==> src/rtl/axi_lite_ram_ctrl_pkg.sv <==
// Shared constants and types for the AXI4-Lite data-RAM controller:
// response codes, FSM encodings and RAM-side drive values.
package axi_lite_ram_ctrl_pkg;

    localparam logic [1:0] RESP_OKAY   = 2'b00;
    localparam logic [1:0] RESP_SLVERR = 2'b10;

    localparam logic [2:0] ST_IDLE  = 3'd0;
    localparam logic [2:0] ST_WRITE = 3'd1;
    localparam logic [2:0] ST_READ  = 3'd2;
    localparam logic [2:0] ST_WRESP = 3'd3;
    localparam logic [2:0] ST_RRESP = 3'd4;

    localparam int          DATA_BUS      = 32;
    localparam logic [31:0] ZEROWORD      = 32'h0000_0000;
    localparam logic        CHIP_ENABLE   = 1'b1;
    localparam logic        CHIP_DISABLE  = 1'b0;
    localparam logic        WRITE_ENABLE  = 1'b1;
    localparam logic        WRITE_DISABLE = 1'b0;

    // One buffered W beat: byte strobes on top, data underneath (36 bits).
    typedef struct packed {
        logic [3:0]          strb;
        logic [DATA_BUS-1:0] data;
    } wbeat_t;

    function automatic logic [1:0] resp_for(input logic in_range);
        return in_range ? RESP_OKAY : RESP_SLVERR;
    endfunction

endpackage

==> src/rtl/axi_hold_slot.sv <==
// One-entry valid/ready holding buffer. Accepts whenever empty and is
// emptied only by an explicit pop from the consumer.
module axi_hold_slot #(
    parameter int WIDTH = 32
) (
    input  logic             clk,
    input  logic             resetn,
    input  logic             i_valid,
    output logic             o_ready,
    input  logic [WIDTH-1:0] i_data,
    input  logic             i_pop,
    output logic             o_full,
    output logic [WIDTH-1:0] o_data
);

    logic             r_full;
    logic [WIDTH-1:0] r_data;

    // Pop is only issued while full, and ready is low while full, so a
    // fill and a pop can never land on the same edge.
    always_ff @(posedge clk or negedge resetn) begin
        if (!resetn) begin
            r_full <= 1'b0;
            r_data <= '0;
        end else if (i_pop) begin
            r_full <= 1'b0;
        end else if (i_valid && !r_full) begin
            r_full <= 1'b1;
            r_data <= i_data;
        end
    end

    assign o_ready = !r_full;
    assign o_full  = r_full;
    assign o_data  = r_data;

endmodule

==> src/rtl/axi_lite_ram_ctrl.sv <==
// AXI4-Lite slave in front of the byte-lane data RAM: buffers AW/W/AR,
// arbitrates reads against writes round-robin and registers read responses.
module axi_lite_ram_ctrl
    import axi_lite_ram_ctrl_pkg::*;
#(
    parameter int ADDR_WIDTH      = 32,
    parameter int WORD_ADDR_WIDTH = 17
) (
    input  logic                  clk,
    input  logic                  resetn,
    input  logic                  awvalid,
    output logic                  awready,
    input  logic [ADDR_WIDTH-1:0] awaddr,
    input  logic                  wvalid,
    output logic                  wready,
    input  logic [DATA_BUS-1:0]   wdata,
    input  logic [3:0]            wstrb,
    output logic                  bvalid,
    input  logic                  bready,
    output logic [1:0]            bresp,
    input  logic                  arvalid,
    output logic                  arready,
    input  logic [ADDR_WIDTH-1:0] araddr,
    output logic                  rvalid,
    input  logic                  rready,
    output logic [DATA_BUS-1:0]   rdata,
    output logic [1:0]            rresp,
    output logic                  ram_ce,
    output logic                  ram_we,
    output logic [31:0]           ram_addr,
    output logic [3:0]            ram_sel,
    output logic [DATA_BUS-1:0]   ram_wdata,
    input  logic [DATA_BUS-1:0]   ram_rdata
);

    logic [2:0]          r_state;
    logic                r_last_wr;
    logic [1:0]          r_bresp;
    logic [1:0]          r_rresp;
    logic [DATA_BUS-1:0] r_rdata;

    logic                  w_aw_full;
    logic                  w_w_full;
    logic                  w_ar_full;
    logic [ADDR_WIDTH-1:0] w_aw_addr;
    logic [ADDR_WIDTH-1:0] w_ar_addr;
    wbeat_t                w_w_in;
    wbeat_t                w_w_out;
    logic                  w_pop_write;
    logic                  w_pop_read;
    logic                  w_wr_pend;
    logic                  w_rd_pend;
    logic                  w_aw_in_range;
    logic                  w_ar_in_range;
    logic [ADDR_WIDTH-1:0] w_aw_aligned;
    logic [ADDR_WIDTH-1:0] w_ar_aligned;

    assign w_w_in      = '{strb: wstrb, data: wdata};
    assign w_pop_write = (r_state == ST_WRITE);
    assign w_pop_read  = (r_state == ST_READ);

    axi_hold_slot #(.WIDTH(ADDR_WIDTH)) u_aw_slot (
        .clk     (clk),
        .resetn  (resetn),
        .i_valid (awvalid),
        .o_ready (awready),
        .i_data  (awaddr),
        .i_pop   (w_pop_write),
        .o_full  (w_aw_full),
        .o_data  (w_aw_addr)
    );

    axi_hold_slot #(.WIDTH($bits(wbeat_t))) u_w_slot (
        .clk     (clk),
        .resetn  (resetn),
        .i_valid (wvalid),
        .o_ready (wready),
        .i_data  (w_w_in),
        .i_pop   (w_pop_write),
        .o_full  (w_w_full),
        .o_data  (w_w_out)
    );

    axi_hold_slot #(.WIDTH(ADDR_WIDTH)) u_ar_slot (
        .clk     (clk),
        .resetn  (resetn),
        .i_valid (arvalid),
        .o_ready (arready),
        .i_data  (araddr),
        .i_pop   (w_pop_read),
        .o_full  (w_ar_full),
        .o_data  (w_ar_addr)
    );

    assign w_wr_pend = w_aw_full && w_w_full;
    assign w_rd_pend = w_ar_full;

    // Any address bit at or above the top of RAM makes the access out of range.
    assign w_aw_in_range = ((w_aw_addr >> (WORD_ADDR_WIDTH + 2)) == '0);
    assign w_ar_in_range = ((w_ar_addr >> (WORD_ADDR_WIDTH + 2)) == '0);
    assign w_aw_aligned  = {w_aw_addr[ADDR_WIDTH-1:2], 2'b00};
    assign w_ar_aligned  = {w_ar_addr[ADDR_WIDTH-1:2], 2'b00};

    // Under contention the grant goes opposite to the previous grant; the
    // flag starts at "write" so the first tie is resolved in favour of a read.
    always_ff @(posedge clk or negedge resetn) begin
        if (!resetn) begin
            r_state   <= ST_IDLE;
            r_last_wr <= 1'b1;
            r_bresp   <= RESP_OKAY;
            r_rresp   <= RESP_OKAY;
            r_rdata   <= ZEROWORD;
        end else begin
            case (r_state)
                ST_IDLE: begin
                    if (w_wr_pend && (!w_rd_pend || !r_last_wr)) begin
                        r_state   <= ST_WRITE;
                        r_last_wr <= 1'b1;
                    end else if (w_rd_pend) begin
                        r_state   <= ST_READ;
                        r_last_wr <= 1'b0;
                    end
                end
                ST_WRITE: begin
                    r_bresp <= resp_for(w_aw_in_range);
                    r_state <= ST_WRESP;
                end
                ST_READ: begin
                    r_rresp <= resp_for(w_ar_in_range);
                    r_rdata <= w_ar_in_range ? ram_rdata : ZEROWORD;
                    r_state <= ST_RRESP;
                end
                ST_WRESP: begin
                    if (bready) begin
                        r_state <= ST_IDLE;
                    end
                end
                ST_RRESP: begin
                    if (rready) begin
                        r_state <= ST_IDLE;
                    end
                end
                default: r_state <= ST_IDLE;
            endcase
        end
    end

    // The RAM sees activity only during the single WRITE/READ cycle and
    // only for in-range addresses; otherwise every pin is parked at zero.
    always_comb begin
        ram_ce    = CHIP_DISABLE;
        ram_we    = WRITE_DISABLE;
        ram_addr  = 32'h0;
        ram_sel   = 4'h0;
        ram_wdata = ZEROWORD;
        if (r_state == ST_WRITE && w_aw_in_range) begin
            ram_ce    = CHIP_ENABLE;
            ram_we    = WRITE_ENABLE;
            ram_addr  = 32'(w_aw_aligned);
            ram_sel   = w_w_out.strb;
            ram_wdata = w_w_out.data;
        end else if (r_state == ST_READ && w_ar_in_range) begin
            ram_ce    = CHIP_ENABLE;
            ram_addr  = 32'(w_ar_aligned);
        end
    end

    assign bvalid = (r_state == ST_WRESP);
    assign bresp  = r_bresp;
    assign rvalid = (r_state == ST_RRESP);
    assign rresp  = r_rresp;
    assign rdata  = r_rdata;

endmodule

==> config.mk <==
export PLATFORM = sky130hd
export DESIGN_NAME = axi_lite_ram_ctrl
export DESIGN_NICKNAME = d
export VERILOG_FILES = /design/src/rtl/axi_lite_ram_ctrl_pkg.sv /design/src/rtl/axi_hold_slot.sv /design/src/rtl/axi_lite_ram_ctrl.sv
export SDC_FILE = /design/constraint.sdc
export NUM_CORES = 1
export LEC_CHECK = 0
export ABC_AREA = 1
export BUFFER_PORTS_ARGS = -buffer_cell sky130_fd_sc_hd__buf_4
export CORE_ASPECT_RATIO = 1.75
export CORE_MARGIN = 1
export CORE_UTILIZATION = 49
export CTS_CLUSTER_SIZE = 24
export DETAILED_ROUTE_END_ITERATION = 8
export PLACE_DENSITY = 0.78
export RECOVER_POWER = 100
export SLEW_MARGIN = 20
export SYNTH_ARGS = -nofsm -noshare
export SYNTH_HDL_FRONTEND = slang
export SYNTH_SLANG_ARGS = --single-unit
export TNS_END_PERCENT = 100
==> constraint.sdc <==
create_clock -name clk -period 1.5 [get_ports clk]
set_input_delay 0.075 -clock clk [delete_from_list [all_inputs] [get_ports clk]]
set_output_delay 0.075 -clock clk [all_outputs]
set_load 0.1 [all_outputs]
==> results_dict.tcl, run 1 <==
set metrics [dict create \
    worst-ep-kind "output port" \
    port-buffer-count 228 \
    yosysTopAreaCell "dfrtp_1" \
    stop_stage "5_1_grt" \
    ys_types 24 \
    yosysTopAreaCellShare 0.543 \
    cts_made_buffers 17 \
    gp_congestion 0.871 \
    grt-worst-endpoint "ram_sel[0]" \
    syn_area_per_cell_um2 8.36 \
    cts_root_buf "clkbuf_16" \
    synth_warnings 0 \
    track_usage 0.936 \
    start_util 0.504 \
    netlist_area_um2 6260 \
    fp-row-count 54 \
    firstError "[ERROR GRT-0232] Routing congestion too high. Check the congestion heatmap in the GUI." \
    place.detailed.hpwl_um 12200 \
    grt_max_degree 61 \
    cts_sinks 137 \
    ys_seq_area_frac 0.548 \
    die_h_um 152 \
    cts-htree-levels 4 \
    gr-total-overflow 824 \
    synth_seq_cells 137 \
    dieWidth_um 87.5 \
    clock_path_buffers 2 \
    pin_count 250 \
    status "did not finish" \
    synth.top_cells.by_area "dfrtp_1, nand2_1, nand4_1, inv_1, nor2_1" \
    netlist_instances 749 \
]
through the flow:
| stage | std cells | setup TNS, ns | instance area [µm²] | utilization | setup WS, ns |
|---|---|---|---|---|---|
| 2_1_floorplan | 765 | -12.60 | 6910 | - | -0.265 |
| 3_3_place_gp | 1140 | -1.88 | 8860 | 0.713 | -0.0527 |
| 3_5_place_dp | 1140 | -3.75 | 8860 | 0.713 | -0.0909 |
| 4_1_cts | 1309 | -24.06 | 11600 | 0.933 | -0.470 |
timing repair:
action / 4_1_cts
setup endpoints to repair: 57
hold endpoints to repair: 270
resized for setup: 180
pin swaps: 2
gates cloned: 1
hold buffers: 134
setup buffers: 2
layer usage:
| layer | GRT overflow | global-route usage |
|---|---|---|
| met2 | 640 | 1.24 |
| met3 | 1 | 0.656 |
| met1 | 0 | 0.839 |
| met5 | 0 | 0.0702 |
| met4 | 183 | 1.11 |
Yosys cell counts:
cell type and number:
a21oi_1 44, and2_1 1, buf_1 1, buf_2 34, buf_4 18, buf_6 3
clkbuf_1 6, conb_1 1, dfrtp_1 136, dfstp_2 1, inv_1 104, inv_2 9
nand2_1 158, nand3_1 7, nand3_2 4, nand3b_1 2, nand4_1 66, nor2_1 73
nor2_2 19, nor2_4 2, nor3_1 2, o21ai_0 3, o21ai_1 54, or2_1 1
logic make-up after synthesis:
logic type	Yosys count	synth area share
DFF	137	0.548
other	1	0.000599
AOI/OAI and AO/OA	101	0.0807
and+or+nand+nor	335	0.245
buffers and inverters	175	0.126
==> run 2: changes to the inputs <==
Settings changed: CORE_ASPECT_RATIO 1.75 to default, CORE_UTILIZATION 49 to 40, CTS_CLUSTER_SIZE 24 to default, PLACE_DENSITY 0.78 to default, PLACE_DENSITY_LB_ADDON from default to 0.15.
==> results_dict.tcl, run 2 <==
set metrics [dict create \
    port-buffer-count 228 \
    finalWirelength_um 22900 \
    setup_violations 105 \
    antenna_found_initial 0 \
    ys_seq_area_frac 0.548 \
    num_vias 6639 \
    p_leak_nw 5.89 \
    coreArea_um2 15300 \
    pin_count 250 \
    routed_via_density 4.86 \
    hp-class "input pin to async pin" \
    grt_max_degree 61 \
    layout-drive-gt1-share 0.371 \
    place_area_um2 8960 \
    post-route-drc-count 0 \
    critical_path_class "flip-flop to primary output" \
    finalCritPeriodShare 1.35 \
    hold_viol 0 \
    finalInstanceArea_um2 11700 \
    cts_sinks 137 \
    clock_path_buffers 2 \
    final_util 0.770 \
    dp_slack_ns -0.151 \
    synth_enable_flop_cells 0 \
    gr-total-overflow 0 \
    multi_input_area_um2 2660 \
    cts_tree "yes" \
    status "complete, but fails checks" \
    fmaxAchievable_mhz 492 \
    drt_iter0_markers 402 \
    fin_tns_setup_ns -29.93 \
    max_slew_margin 0.231 \
    cts.clk_slew.worst_paths_ns 0.06 \
    gr-usage-met3 0.0716 \
    max-vdd-ir-drop_uv 957 \
    cp-start-kind "flip-flop" \
    syn2layout_area_growth_pct 87.6 \
    nets 1280 \
    dieArea_um2 16200 \
    synth.most_common_cell "nand2_1" \
    drv_slew 0 \
    diodes 0 \
    synth_seq_cells 137 \
    grt_pass1_wl_um 34300 \
    grtUsageMet1 0.313 \
    track_usage 0.276 \
    gp_congestion 0.826 \
    globalRoute.busiestLayer "met2" \
    ys_types 24 \
    cts_made_buffers 17 \
    setup_slack_ns -0.531 \
    netlist_area_um2 6260 \
    synth-async-reset-ratio 1.00 \
    seqCellArea_um2 3430 \
    final_common_cell "buf_4" \
    place.detailed.hpwl_um 12100 \
    cap_violations 0 \
    endpoint_kind "primary output" \
    cts_root_buf "clkbuf_16" \
    syn_area_per_cell_um2 8.36 \
    tightest_slew_ns 1.15 \
    yosysTopAreaCellShare 0.543 \
    synth_warnings 0 \
    failed_checks "setup timing" \
    required_ns 1.42 \
    rsz0062_at_grt "true" \
    ys_top_cells_by_count "nand2_1, dfrtp_1, inv_1" \
    start_util 0.410 \
    yosysTopAreaCell "dfrtp_1" \
    first_global_vias 6704 \
    die_h_um 127 \
    largest_reg_flops 36 \
    n_fill_cell 975 \
    wire_per_inst_um 16.8 \
    cp.arrival_ns 1.96 \
    ant_nets 0 \
    period_needed_ns 2.03 \
    power_density_nw_per_um2 1360 \
    cts-htree-levels 4 \
    dr.pass1.iters 5 \
    clk_latency_ns 0.42 \
    final_cell_mix "buf_4, nand2_1, dfrtp_1, dlygate4sd3_1, inv_1" \
    synth_ff_type "dfrtp_1" \
    dieWidth_um 127 \
    cp_max_fo 8 \
    fp-row-count 45 \
    netlist_instances 749 \
    synth.top_cells.by_area "dfrtp_1, nand2_1, nand4_1, inv_1, nor2_1" \
    use_met2 0.484 \
    finClkSkew_ns 0.00811 \
]
## run 2: critical path, cell delays in order (launching register included)
cell,delay [ns]
dfrtp_1,0.39
nor2_2,0.15
nand3_2,0.11
nor2_4,0.14
nand3_4,0.09
buf_12,0.17
clkbuf_16,0.18
nor2_4,0.12
buf_12,0.18
## run 2: layout make-up
class / count / share of cell area
tap: 211 / 0.0225
timing repair buffer: 419 / 0.374
multi-input combinational: 453 / 0.227
clock inverter: 14 / 0.00969
sequential: 137 / 0.292
inverter: 113 / 0.0373
clock buffer: 18 / 0.0374
## run 2: repair_timing
item                       CTS  global route
pin swaps                    2             5
setup endpoints to repair   57            66
resized for setup          182             8
cloned                       2             8
hold endpoints to repair   270             0
hold buffers               134             0
buffers inserted             2             2
## run 2: path summary, 6_finish.rpt
check | from | endpoint | slack (ns) | depth (start not counted)
max in group asynchronous | resetn | r_last_wr | 0.13 | 3
min reg2reg | r_last_wr | r_last_wr | 0.47 | 2
max | u_aw_slot.o_data[25] | ram_wdata[8] | -0.53 | 8
min | resetn | u_aw_slot.o_data[24] | 0.41 | 2
min in group clk | araddr[31] | u_ar_slot.o_data[31] | 0.44 | 4
max reg2reg | r_state[2] | u_w_slot.o_data[16] | -0.13 | 7
## run 2: metal layers
metal / part of all wire / wire (µm) / up-vias
met5: 0 / 0 / -
met4: 0.043 / 985 / 0
met3: 0.056 / 1290 / 83
met2: 0.52 / 11900 / 281
met1: 0.38 / 8700 / 3145
li1: - / - / 3130
## run 2: power breakdown
group / total [W] / internal (W) / switching (W)
registers: 0.00572 / 0.00502 / 0.000705
clock network: 0.00392 / 0.00219 / 0.00173
logic: 0.00634 / 0.00233 / 0.00401
total: 0.0160 / 0.00954 / 0.00644
## run 2: stage by stage
stage / std cells / power (W) / hold WS, ns
finish: 1365 / 0.0160 / 0.410
global placement: 1186 / 0.0112 / 0.0432
detailed placement: 1186 / 0.0114 / 0.0387
floorplan: 765 / 0.00956 / -0.221
CTS: 1355 / 0.0157 / 0.160
global route: 1365 / 0.0169 / 0.440
## run 2: cells by family after synthesis
family	synth area share
AND/OR/NAND/NOR	0.245
buffers and inverters	0.126
flip-flops	0.548
AO/OA/AOI/OAI	0.0807
other	0.000599
(Power assumes the default switching activity.)
==> run 3: changes to the inputs <==
Settings changed: SYNTH_HIERARCHICAL from default to 1.
==> results_dict.tcl, run 3 <==
set metrics [dict create \
    cp.arrival_ns 1.95 \
    cts.clk_slew.worst_paths_ns 0.05 \
    grt_pass1_wl_um 34300 \
    layout-drive-gt1-share 0.328 \
    die_h_um 130 \
    max-vdd-ir-drop_uv 993 \
    cap_violations 0 \
    cp_max_fo 26 \
    cp-start-kind "flip-flop" \
    setup_slack_ns -0.520 \
    synth_warnings 6 \
    tightest_slew_ns 1.10 \
    setup.worst_path.start "u_aw_slot/o_data[31]" \
    finalWirelength_um 22400 \
    max_slew_margin 0.264 \
    gp_congestion 0.776 \
    hp-class "input pin to flip-flop" \
    track_usage 0.265 \
    final_cell_mix "nand2_1, buf_4, dfrtp_1, dlygate4sd3_1, nand3_1" \
    rsz0062_at_grt "true" \
    ant_nets 0 \
    dp_slack_ns -0.164 \
    post-route-drc-count 0 \
    diodes 0 \
    dieArea_um2 16900 \
    power_density_nw_per_um2 1450 \
    hold_path.startpoint "wvalid" \
    endpoint_kind "primary output" \
    grt_max_degree 44 \
    cp_slowest_cell "dfrtp_1" \
    dr.pass1.iters 4 \
    start_util 0.410 \
    finalCritPeriodShare 1.35 \
    final_common_cell "nand2_1" \
    reg2reg_from "r_state[1]" \
    coreArea_um2 15900 \
    period_needed_ns 2.02 \
    drv_slew 0 \
    cts-htree-levels 4 \
    required_ns 1.42 \
    slowest_delay_ns 0.38 \
    syn2layout_area_growth_pct 78.9 \
    clk_latency_ns 0.42 \
    hold_ws_ns 0.0762 \
    netlist_instances 806 \
    cts_made_buffers 17 \
    final_util 0.734 \
    drt_iter0_markers 376 \
    hold_end "u_w_slot/o_full" \
    gr-total-overflow 0 \
    worstRegToRegCells 9 \
    fin_tns_setup_ns -25.09 \
    finClkSkew_ns 0.00687 \
    largest_reg_flops 36 \
    cts_sinks 137 \
    cts_root_buf "clkbuf_16" \
    worstHoldPathCells 3 \
    num_vias 6991 \
    cts_tree "yes" \
    syn_area_per_cell_um2 8.12 \
    fp-row-count 46 \
    dieWidth_um 130 \
    clock_path_buffers 2 \
    pin_count 250 \
    path_cells "nand3b_1, nor2_4, nand3_4, buf_12, nor2_4, buf_12" \
    routed_via_density 4.99 \
    worstReg2RegEnd "u_w_slot/o_data[3]" \
    nets 1314 \
    failed_checks "setup timing" \
    antenna_found_initial 0 \
    place.detailed.hpwl_um 12800 \
    netlist_area_um2 6540 \
    fmaxAchievable_mhz 495 \
    port-buffer-count 228 \
    p_leak_nw 5.88 \
    setup_violations 58 \
    critical_path_class "flip-flop to primary output" \
    status "complete, but fails checks" \
    wire_per_inst_um 16.0 \
    power.total_w 0.0170 \
    r2r_slack_ns -0.03 \
    first_global_vias 6918 \
    hold_viol 0 \
]
## run 3: critical path, delay by kind of cell, from the launching register on
family,cells,cell delay [ns]
simple gates,4,0.71
flops,1,0.38
buf+inv,2,0.42
## run 3: layout make-up
class | count | area [µm²]
Clock buffer | 22 | 454
Sequential cell | 137 | 3430
Fill cell | 1123 | 4240
Tap cell | 216 | 270
Multi-Input combinational cell | 557 | 2970
Timing Repair Buffer | 407 | 4300
Clock inverter | 8 | 75.1
Inverter | 55 | 209
## run 3: worst max path at each step
stage / to / slack [ns] / cells past startpoint
6_report: ram_wdata[31] / -0.52 / 6
2_1_floorplan: bvalid / -0.28 / 2
3_5_place_dp: ram_wdata[4] / -0.16 / 6
3_3_place_gp: ram_wdata[30] / -0.16 / 6
5_1_grt: ram_wdata[18] / -0.62 / 6
4_1_cts: ram_wdata[12] / -0.49 / 7
## run 3: power by group
group	internal, W	total [W]	switching [W]
clock	0.00229	0.00379	0.00150
combinational	0.00263	0.00730	0.00467
sequential	0.00504	0.00588	0.000844
## run 3: layer usage
layer  vias up  global-route usage  part of all wire
li1       3290                   -                 -
met3        57              0.0697             0.066
met2       284               0.461              0.51
met1      3360               0.311              0.39
met4         0               0.111             0.035
met5         -                   0                 0
## run 3: repair_timing
| action | 4_1_cts | 5_1_grt |
|---|---|---|
| resized for setup | 150 | 54 |
| pin swaps | 7 | 8 |
| endpoints found under the hold margin | 252 | 0 |
| setup buffers | 0 | 2 |
| gates cloned | 0 | 2 |
| setup endpoints to repair | 124 | 185 |
| hold buffers | 132 | 0 |
## run 3: metrics by stage
| stage | area [µm²] | cells |
|---|---|---|
| 2_1_floorplan | 6980 | 822 |
| 3_3_place_gp | 9080 | 1236 |
| 3_5_place_dp | 9080 | 1236 |
| 4_1_cts | 11500 | 1398 |
| 5_1_grt | 11700 | 1402 |
| 6_report | 11700 | 1402 |
==> run 4: changes to the inputs <==
Settings changed: ABC_AREA 1 to default.
==> results_dict.tcl, run 4 <==
set metrics [dict create \
    critical_path_class "flip-flop to primary output" \
    clk_latency_ns 0.43 \
    cts.clk_slew.worst_paths_ns 0.06 \
    num_vias 5817 \
    cts-htree-levels 4 \
    cp_slowest_cell "dfrtp_2" \
    dpl.cell_count 948 \
    tightest_slew_ns 1.16 \
    period_needed_ns 2.22 \
    cts_root_buf "clkbuf_16" \
    synth_warnings 6 \
    nets 1060 \
    antenna_found_initial 0 \
    track_usage 0.273 \
    netlist_instances 494 \
    cp.arrival_ns 2.14 \
    final_cell_mix "buf_4, dfrtp_1, dlygate4sd3_1, mux2_4, buf_12" \
    final_cell_count_no_fill 1145 \
    rsz0062_at_grt "true" \
    port-buffer-count 228 \
    cp-start-kind "flip-flop" \
    pin_count 250 \
    final_util 0.825 \
    p_leak_nw 5.80 \
    coreArea_um2 15300 \
    gr-total-overflow 0 \
    fmaxAchievable_mhz 451 \
    grt_max_degree 44 \
    first_global_vias 6110 \
    slowest_delay_ns 0.39 \
    cap_violations 0 \
    die_h_um 127 \
    required_ns 1.42 \
    place.detailed.hpwl_um 12800 \
    layout-drive-gt1-share 0.559 \
    endpoint_kind "primary output" \
    ant_nets 0 \
    place_area_um2 9410 \
    syn_area_per_cell_um2 12.7 \
    post-route-drc-count 0 \
    largest_reg_flops 36 \
    gp_congestion 0.838 \
    diodes 0 \
    path_cells "buf_4, inv_2, or3_4, clkinv_4, nand3_4, clkbuf_16, o22ai_4, buf_12" \
    clock_path_buffers 2 \
    status "complete, but fails checks" \
    netlist_area_um2 6290 \
    finClkSkew_ns 0.00912 \
    finalInstanceArea_um2 12600 \
    max_slew_margin 0.226 \
    setup_slack_ns -0.720 \
    finalWirelength_um 23800 \
    failed_checks "setup timing" \
    cts_made_buffers 17 \
    dieArea_um2 16200 \
    drt_iter0_markers 225 \
    cts_sinks 137 \
    fp-row-count 45 \
    setup_violations 187 \
    cp_max_fo 7 \
    hp-class "input pin to flip-flop" \
    cts_tree "yes" \
    grt_pass1_wl_um 33300 \
    start_util 0.413 \
    syn2layout_area_growth_pct 100 \
    drv_slew 0 \
    dr.pass1.iters 4 \
    wire_per_inst_um 20.8 \
    n_fill_cell 735 \
    routed_via_density 5.08 \
    dieWidth_um 127 \
    power_density_nw_per_um2 1460 \
    finalCritPeriodShare 1.48 \
    hold_viol 0 \
    dp_slack_ns -0.286 \
    final_common_cell "buf_4" \
    max-vdd-ir-drop_uv 1070 \
    r2r_slack_ns -0.48 \
]
## run 4: metrics by stage
step                power [W]  TNS (ns)  hold slack (ns)
finish                 0.0184    -80.85           0.0582
floorplan              0.0106    -49.17           -0.221
global placement       0.0123    -36.71           0.0279
detailed placement     0.0125    -39.81           0.0317
global route           0.0191    -94.77            0.102
CTS                    0.0174    -59.26           0.0203
## run 4: layer usage
metal / global-route usage / up-vias / routed length [µm]
li1: - / 2599 / -
met1: 0.321 / 2935 / 9190
met2: 0.482 / 235 / 12600
met3: 0.0607 / 48 / 1220
met4: 0.111 / 0 / 751
met5: 0 / - / 0
## run 4: worst paths after layout
| kind | from | endpoint | depth (start not counted) |
|---|---|---|---|
| min reg2reg | rdata[19] | rdata[19] | 1 |
| min in group asynchronous | resetn | u_aw_slot/o_data[22] | 2 |
| min | bready | r_state[1] | 4 |
| max reg2reg | r_state[1] | u_aw_slot/o_data[25] | 9 |
| max in group asynchronous | resetn | rdata[30] | 3 |
| max | r_state[1] | ram_addr[9] | 8 |
## run 4: where the power goes
group          switching [W]  total, W  internal (W)
clock                0.00178   0.00426       0.00248
sequential           0.00103   0.00618       0.00514
combinational        0.00367   0.00795       0.00428
## run 4: timing repair
action                     4_1_cts  5_1_grt
pin swaps                        2        7
setup endpoints to repair      187      187
buffers inserted                 9        7
gates resized for setup        186       28
hold buffers                   133        0
gates cloned                     2       16
hold endpoints to repair       247        0
## run 4: final cells by class
type / count / area, µm² / share of cell area
clock buffers: 17 / 425 / 0.0338
clock inverters: 15 / 168 / 0.0133
inverters: 43 / 166 / 0.0132
multi-input cells: 275 / 3310 / 0.263
flip-flops and latches: 137 / 3430 / 0.272
well taps: 211 / 264 / 0.0210
repair buffers: 447 / 4830 / 0.383
## run 4: critical path: cells and delay by family, from the launching register on
family	cells	cell delay, ns
buffers and inverters	5	0.63
and+or+nand+nor	2	0.49
DFF	1	0.39
AOI/OAI and AO/OA	1	0.20
